$ cat src/rtl/arb_pkg.sv
// Shared sizing for the four-way round-robin arbiter.
// No logic, types and constants only.
// Imported by rr_pick4 and rr_arb_4x_nbit.
package arb_pkg;

  localparam int NUM_REQ = 4;
  localparam int IDX_W   = 2;

  typedef logic [IDX_W-1:0] req_idx_t;

endpackage

$ cat src/rtl/mux_4x_nbit.sv
// Generic 4:1 word mux, selection by a 2-bit index.
// Latency: purely combinational.
// Backpressure: none, no flow control.
module mux_4x_nbit #(
  parameter int BUS_WIDTH = 8
) (
  input  logic [BUS_WIDTH-1:0] in_a,
  input  logic [BUS_WIDTH-1:0] in_b,
  input  logic [BUS_WIDTH-1:0] in_c,
  input  logic [BUS_WIDTH-1:0] in_d,
  input  logic [1:0]           sel,
  output logic [BUS_WIDTH-1:0] out_y
);

  // Route the selected input word to the output.
  always_comb begin
    out_y = in_a;
    case (sel)
      2'd0:    out_y = in_a;
      2'd1:    out_y = in_b;
      2'd2:    out_y = in_c;
      default: out_y = in_d;
    endcase
  end

endmodule

$ cat src/rtl/rr_pick4.sv
// Round-robin picker: first set request at or after ptr, wrapping mod 4.
// Latency: purely combinational.
// Backpressure: none, the caller gates the grant with its own load enable.
module rr_pick4
  import arb_pkg::*;
(
  input  logic [NUM_REQ-1:0] req,
  input  req_idx_t           ptr,
  output req_idx_t           gnt,
  output logic               any
);

  req_idx_t idx;

  // Scan offsets from farthest to nearest so the nearest set request wins.
  always_comb begin
    gnt = ptr;
    idx = ptr;
    any = |req;
    for (int k = NUM_REQ - 1; k >= 0; k--) begin
      idx = ptr + req_idx_t'(k);
      if (req[idx]) begin
        gnt = idx;
      end
    end
  end

endmodule

$ cat src/rtl/rr_arb_4x_nbit.sv
// Four-requester round-robin arbiter with a registered output word and source index.
// Latency: a word accepted on one edge is on out_data right after that edge.
// Backpressure: out_valid & !out_ready holds the output and drops every in_ready bit.
// Optional burst lock under RR_ARB_BURST_LOCK_EN (adds in_last; grant sticks until a last word).
module rr_arb_4x_nbit
  import arb_pkg::*;
#(
  parameter int BUS_WIDTH = 8
) (
  input  logic                 clk,
  input  logic                 rst,
  input  logic [3:0]           in_valid,
  input  logic [BUS_WIDTH-1:0] in_data_a,
  input  logic [BUS_WIDTH-1:0] in_data_b,
  input  logic [BUS_WIDTH-1:0] in_data_c,
  input  logic [BUS_WIDTH-1:0] in_data_d,
`ifdef RR_ARB_BURST_LOCK_EN
  input  logic [3:0]           in_last,
`endif
  output logic [3:0]           in_ready,
  output logic                 out_valid,
  input  logic                 out_ready,
  output logic [BUS_WIDTH-1:0] out_data,
  output logic [1:0]           out_src
);

  req_idx_t             ptr;
  req_idx_t             gnt;
  logic                 any_req;
  logic                 load_en;
  logic                 xfer;
  logic [3:0]           pick_req;
  logic [BUS_WIDTH-1:0] sel_data;

`ifdef RR_ARB_BURST_LOCK_EN
  logic     lock_vld;
  req_idx_t lock_idx;
`endif

  assign load_en = !out_valid || out_ready;

  // Requests seen by the picker; a held burst masks everyone but its owner.
  always_comb begin
    pick_req = in_valid;
`ifdef RR_ARB_BURST_LOCK_EN
    if (lock_vld) begin
      pick_req = in_valid & (4'b0001 << lock_idx);
    end
`endif
  end

  rr_pick4 u_pick (
    .req (pick_req),
    .ptr (ptr),
    .gnt (gnt),
    .any (any_req)
  );

  mux_4x_nbit #(
    .BUS_WIDTH (BUS_WIDTH)
  ) u_mux (
    .in_a  (in_data_a),
    .in_b  (in_data_b),
    .in_c  (in_data_c),
    .in_d  (in_data_d),
    .sel   (gnt),
    .out_y (sel_data)
  );

  // One-hot accept for the winner; nothing is accepted during reset.
  always_comb begin
    in_ready = '0;
    if (!rst && load_en && any_req) begin
      in_ready[gnt] = 1'b1;
    end
  end

  // The winner is always valid, so an accept is a transfer.
  assign xfer = !rst && load_en && any_req;

  // Output register, priority pointer and burst lock.
  always_ff @(posedge clk) begin
    if (rst) begin
      out_valid <= 1'b0;
      out_data  <= '0;
      out_src   <= '0;
      ptr       <= '0;
`ifdef RR_ARB_BURST_LOCK_EN
      lock_vld  <= 1'b0;
      lock_idx  <= '0;
`endif
    end else if (xfer) begin
      out_valid <= 1'b1;
      out_data  <= sel_data;
      out_src   <= gnt;
`ifdef RR_ARB_BURST_LOCK_EN
      if (in_last[gnt]) begin
        ptr      <= gnt + req_idx_t'(1);
        lock_vld <= 1'b0;
      end else begin
        lock_vld <= 1'b1;
        lock_idx <= gnt;
      end
`else
      ptr       <= gnt + req_idx_t'(1);
`endif
    end else if (load_en) begin
      out_valid <= 1'b0;
    end
  end

endmodule

$ cat config.mk
export PLATFORM = sky130hd
export DESIGN_NAME = rr_arb_4x_nbit
export DESIGN_NICKNAME = d
export VERILOG_FILES = /design/src/rtl/arb_pkg.sv /design/src/rtl/mux_4x_nbit.sv /design/src/rtl/rr_pick4.sv /design/src/rtl/rr_arb_4x_nbit.sv
export SDC_FILE = /design/constraint.sdc
export NUM_CORES = 1
export LEC_CHECK = 0
export ABC_AREA = 1
export ABC_CLOCK_PERIOD_IN_PS = 2029
export CAP_MARGIN = 20
export CORE_AREA = 2 2 49 69
export CTS_CLUSTER_SIZE = 12
export DETAILED_ROUTE_END_ITERATION = 10
export DIE_AREA = 0 0 51 71
export PLACE_DENSITY = 0.84
export SLEW_MARGIN = 20
export SYNTH_ARGS = -nofsm -noshare
export SYNTH_HDL_FRONTEND = slang
export SYNTH_SLANG_ARGS = --single-unit
$ cat constraint.sdc
create_clock -name clk -period 2.03 [get_ports clk]
set_input_delay 0.3045 -clock clk [delete_from_list [all_inputs] [get_ports clk]]
set_output_delay 0.3045 -clock clk [all_outputs]
set_load 0.1 [all_outputs]
# Word-level counts from Yosys, hierarchy flattened
# Cells that the tools add are included.
[word_totals]
out_inout_bits = 15
wordCells = 43
input_bits = 39
regBits = 13
[classes]
mux = 18
addsub = 4
n_eq_ne = 2
n_reduce_logical = 9
order_cmp = 6
[ops]
columns = ["operator", "n"]
rows = [
  ["case mux 8 bit (3 select lines)", 1],
  ["less-than comparator 2 x 3 -> 1 bit, second input constant", 5],
  ["binary-select mux 1 bit (select 2 bit)", 4],
  ["2-to-1 mux 2 bit", 4],
  ["2-to-1 mux 1 bit", 7],
  ["adder 2 x 1 -> 2 bit, second input constant", 2],
  ["adder 2 bit, second input constant", 2],
  ["2-to-1 mux 4 bit", 1],
  ["OR reduction 4 bit", 1],
  ["logical AND 1 bit", 3],
  ["demux 1 bit (select 2 bit)", 1],
  ["equality test 2 x 1 -> 1 bit, second input constant", 1],
  ["equality test 2 bit, second input constant", 1],
  [">= comparator 2 x 1 -> 1 bit, second input constant", 1],
  ["zero test 1 bit", 2],
  ["zero test 2 bit", 1],
  ["nonzero test 2 bit", 1],
  ["logical OR 1 bit", 1],
]

# Logic depth before layout (Yosys ltp)
[depth]
ltp_word = 12
depth_mapped = 16
ltp_nobuf = 15

# Hierarchy
# From an unflattened synthesis, not the netlist that was laid out.
[unflattened]
cells_unflattened = 171
hier_area_um2 = 1064.8
[modules_own_cells]
columns = ["mod", "seq_area_each_um2", "instances", "area_each_um2", "cells_each"]
rows = [
  ["rr_arb_4x_nbit", 260.2, 1, 583.1, 74],
  ["mux_4x_nbit", 0.0, 1, 264.0, 47],
  ["rr_pick4", 0.0, 1, 217.7, 50],
]

# Worst setup path after synthesis
# Ideal clock, no wire load.
[synth_timing]
path_type = "register to output"
from = "reg ptr[1]"
to = "out in_ready[1]"
path_slack_ps = -1060
required_time_ps = 1725
path_stages_with_launch = 15
t_arrival_ps = 2785
n_path_buf = 1
path_cell_list = "dfxtp_1 -> inv_2 -> nand2_1 -> nand2_1 -> nand2_1 -> nand2_1 -> a21boi_1 -> o21ai_0 -> nand2_1 -> nand2_1 -> inv_1 -> ha_1 -> clkbuf_1 -> inv_1 -> nor2_1"
[synth_via]
elab_chain_len = 12
word_cells_on_any_way = 21
classes_between = "3 x add/sub; 2 x order compare; 15 x mux; 1 x reduce/logical"
[synth_lines]
columns = ["item", "line", "source"]
rows = [
  ["start, declared", "rr_arb_4x_nbit.sv:27", "req_idx_t ptr;"],
  ["start signal, assigned", "rr_arb_4x_nbit.sv:105", "ptr <= gnt + req_idx_t'(1);"],
  ["adder 2 bit", "rr_pick4.sv:21", "idx = ptr + req_idx_t'(k);"],
  ["binary-select mux 1 bit (select 2 bit)", "rr_pick4.sv:22", "if (req[idx]) begin"],
  ["2-to-1 mux 1 bit (not written as such)", "rr_pick4.sv:22", ""],
  ["2-to-1 mux 2 bit (3 in series)", "rr_pick4.sv:22", ""],
  ["2-to-1 mux 2 bit *", "rr_pick4.sv:22", ""],
  ["named net gnt[1]", "rr_arb_4x_nbit.sv:28", "req_idx_t gnt;"],
  ["less-than comparator 2 x 3 -> 1 bit (not written as such) / >= comparator 2 x 1 -> 1 bit (equally long branches)", "rr_arb_4x_nbit.sv:74", "in_ready[gnt] = 1'b1;"],
  ["logical AND 1 bit (not written as such)", "rr_arb_4x_nbit.sv:74", ""],
  ["2-to-1 mux 1 bit (not written as such)", "rr_arb_4x_nbit.sv:74", ""],
  ["demux 1 bit (select 2 bit) *", "rr_arb_4x_nbit.sv:74", ""],
  ["2-to-1 mux 4 bit *", "rr_arb_4x_nbit.sv:73", "if (!rst && load_en && any_req) begin"],
  ["end, declared", "rr_arb_4x_nbit.sv:20", "output logic [3:0] in_ready,"],
]
# Mark *: on every way through the listed nets, which the timed path passes. The rest lies on a longest branch. The select of a mux whose other input is x is not followed.

# Worst setup path after layout
[layout_timing]
from = "reg ptr[0]"
to = "out in_ready[2]"
# Same word-level chain as after synthesis.

==> results <==
-- sequential cells by signal, indices dropped and copies added (netlist names) --
signal and cells:
out_data 8, out_src 2, out_valid 1, ptr 2
-- per-layer routing --
metal  part of all wire  wire (um)  track usage
met5                  0          0            0
met4              0.043        186       0.1081
met3              0.036        155      0.03797
met2               0.58       2510       0.4719
met1               0.34       1465       0.2277
-- through the flow --
step | cells | total power [mW] | cell area (sq um) | util | TNS [ns]
finish | 274 | 2.440 | 2120 | 0.6988 | -2.634
global route | 274 | 2.572 | 2120 | 0.6988 | -4.165
CTS | 274 | 2.263 | 2003 | 0.6605 | -1.891
detailed placement | 259 | 1.687 | 1695 | 0.5590 | -5.010
global placement | 259 | 1.671 | 1695 | 0.5590 | -4.456
floorplan | 160 | 1.303 | 1065 | - | -0.3458
-- cell type report --
cell class / count / area [sq um]
multi-input cells: 119 / 892.1
clock buffers: 4 / 45.04
well taps: 39 / 48.80
inverters: 19 / 81.33
fillers: 244 / 913.4
flip-flops and latches: 13 / 269.0
repair buffers: 80 / 783.3
-- logic make-up after synthesis --
logic type      after synthesis  share of synthesized area
simple gates                 88                     0.3547
compound gates               26                     0.1975
fa+ha+maj                     5                    0.06289
flops                        13                     0.2616
buf+inv                      28                     0.1233
-- placed cells by master (no fill, tap or decap), types with 2 or more instances in the layout --
| cell type | synthesis | final |
|---|---|---|
| dlygate4sd2_1 | 0 | 4 |
| inv_2 | 2 | 9 |
| buf_6 | 1 | 6 |
| nand3_1 | 6 | 2 |
| nor2_4 | 1 | 5 |
| a311oi_2 | 0 | 7 |
| nand3_2 | 0 | 2 |
| clkbuf_8 | 0 | 3 |
| o21ai_0 | 4 | 2 |
| nand2_2 | 2 | 15 |
| buf_4 | 2 | 30 |
| inv_4 | 0 | 4 |
| clkdlybuf4s50_1 | 0 | 34 |
| nand2_1 | 65 | 43 |
| inv_1 | 17 | 6 |
| a21oi_1 | 3 | 3 |
| a31o_2 | 8 | 8 |
| nor2_1 | 13 | 9 |
| ha_4 | 0 | 4 |
| dfxtp_4 | 0 | 2 |
| nand3_4 | 0 | 2 |
| nand2_4 | 0 | 9 |
| dfxtp_1 | 13 | 10 |
| buf_12 | 0 | 5 |
-- worst min-delay path: stages (launching register included) --
cell and delay [ns]:
dfxtp_1 0.31, nand2_1 0.08, a21oi_2 0.05
-- power groups by stage --
| stage | Clock [mW] | Sequential, mW | Combinational [mW] |
|---|---|---|---|
| 4_1_cts | 0.239 | 0.335 | 1.69 |
| 3_5_place_dp | 0 | 0.336 | 1.35 |
| 3_3_place_gp | 0 | 0.334 | 1.34 |
| 5_1_grt | 0.253 | 0.345 | 1.97 |
| 2_1_floorplan | 0 | 0.574 | 0.730 |
| 6_report | 0.240 | 0.342 | 1.86 |
-- how the worst max path moves through the flow --
stage	startpoint	end	slack, ns	cells past startpoint
after floorplan	ptr[0]	in_ready[0]	-0.12	15
after CTS	ptr[0]	in_ready[0]	-0.21	15
after global placement	in_valid[1]	out_data[1]	-0.41	16
after global routing	ptr[0]	in_ready[2]	-0.39	12
after detailed placement	in_valid[1]	out_data[4]	-0.49	16
final	ptr[0]	in_ready[2]	-0.29	12
-- repair_timing --
| action | 4_1_cts | 5_1_grt |
|---|---|---|
| buffers inserted | 11 | 0 |
| endpoints found under the setup margin | 12 | 12 |
| resized for setup | 54 | 30 |
| pin swaps | 25 | 27 |
| hold endpoints to repair | 0 | 0 |
==> metrics <==
status finished with violations; failing checks setup timing; hold path depth 2; CTS buffer count 3; Vias/cell 5.036; Synth top cells by count nand2_1 (65), inv_1 (17), dfxtp_1 (13), nor2_1 (13); Hold Path Origin out_src[0]; Slew Viols, Final 0; min Tclk post-route 2.320 ns; worst hold endpoint out_src[0]; Clk pwr share 0.098; switching share of power 0.5013; IO Port Bufs 53; Buf/Inv on CP 4; clock-pin slew on the worst setup and hold paths 0.06 ns; Power Density 1151 nW/um^2; Max FO, Critical Path 6; Final HPWL DP 2587 um; worst r2r src ptr[0]; Initial Utilization 0.3280; # setup viols final 12; hold_buf cts 0; max cap viols 0; Synth Flop Type dfxtp_1; Vias 1380; largest stage delay on the critical path 0.39 ns; Least-Margin Pin Slew 0.4091 ns; H-tree lvl count 1; Tot GR Track Use 0.2382; first-pass GRT wire length 6444 um; Horiz. Die Dim 51 um; leak pwr 0.9149 nW; die height 71 um; CTS tree yes; total wire length 4317 um; RSZ-0062 raised after global routing true; ranking of synthesized cells by area dfxtp_1 (26%), nand2_1 (25%), a311oi_1 (7.0%); FFs w/ async S/R, synth 0; Post-route DRC 0; crit path DAT 2.02 ns; total grt overflow 0; Core Region 3033 sq um; Flop pwr share 0.140; Crit path required time 1.73 ns; Rows 24; hold crit path type flip-flop to flip-flop; Diodes inserted 0; worst slack, placed -0.4882 ns; reg2reg path depth 16; syn_area_per_cell 6.217 sq um; Rel. slew slack 0.7269; Max Fclk 431.0 MHz; combinational fraction of design power 0.762; Top Family by Delay on Critical Path simple AND/OR/NAND/NOR gates; sw power 1.223 mW; area grow syn2layout 113.1%; CTS Buffer Depth 2; R2R setup slack -0.24 ns; worst-path cell chain inv_4, nand2_1, nand3_2, a21boi_2, o21ai_1, nand2_1, nand2_4, buf_12, ha_4, inv_4, nor2_4, buf_12; Worst Setup Slack, final -0.2901 ns; final net count 280; top-count cell post-synth nand2_1; gpl congestion 0.8778; antenna-violating nets left 0; worst reg2reg path endpoint out_data[1]; Skew-Pair Late Insertion Delay 0.24 ns; crit path max-delay cell type dfxtp_4; CP startpoint kind flip-flop; Max VDD drop 0.0008622 V; Crit Path Class flip-flop to primary output; Synthesized Nets 204; Syn Std Cell Area 994.7 sq um; Layout Skew 0.0009209 ns; cell taking the most area after synthesis dfxtp_1; antenna violations before repair 0; Yosys cell types 21; total die area 3621 sq um; Tcrit/Tclk final 1.143; vias in the first global route 1425; layout cells sized above 1 0.5021; internal power 1.217 mW; I/O pin total 54; Fin. Hold Viols 0; Wirelength per Cell 15.76 um; synth warn 0; largest net degree at the start of global routing 23; Synth Instances 160; hold slack 0.4912 ns; CP endpoint kind primary output; Seq/Total Area, Yosys 0.2616; number of synthesized register bits 13; starting DRC count in detailed routing 19; DRT Pass-1 Iters 4; EDFF count, synth 0; Yosys top cell area share 0.2616; TritonCTS Sinks 13; root buf cell clkbuf_8
Note: power is estimated with default switching activity, not from simulation.
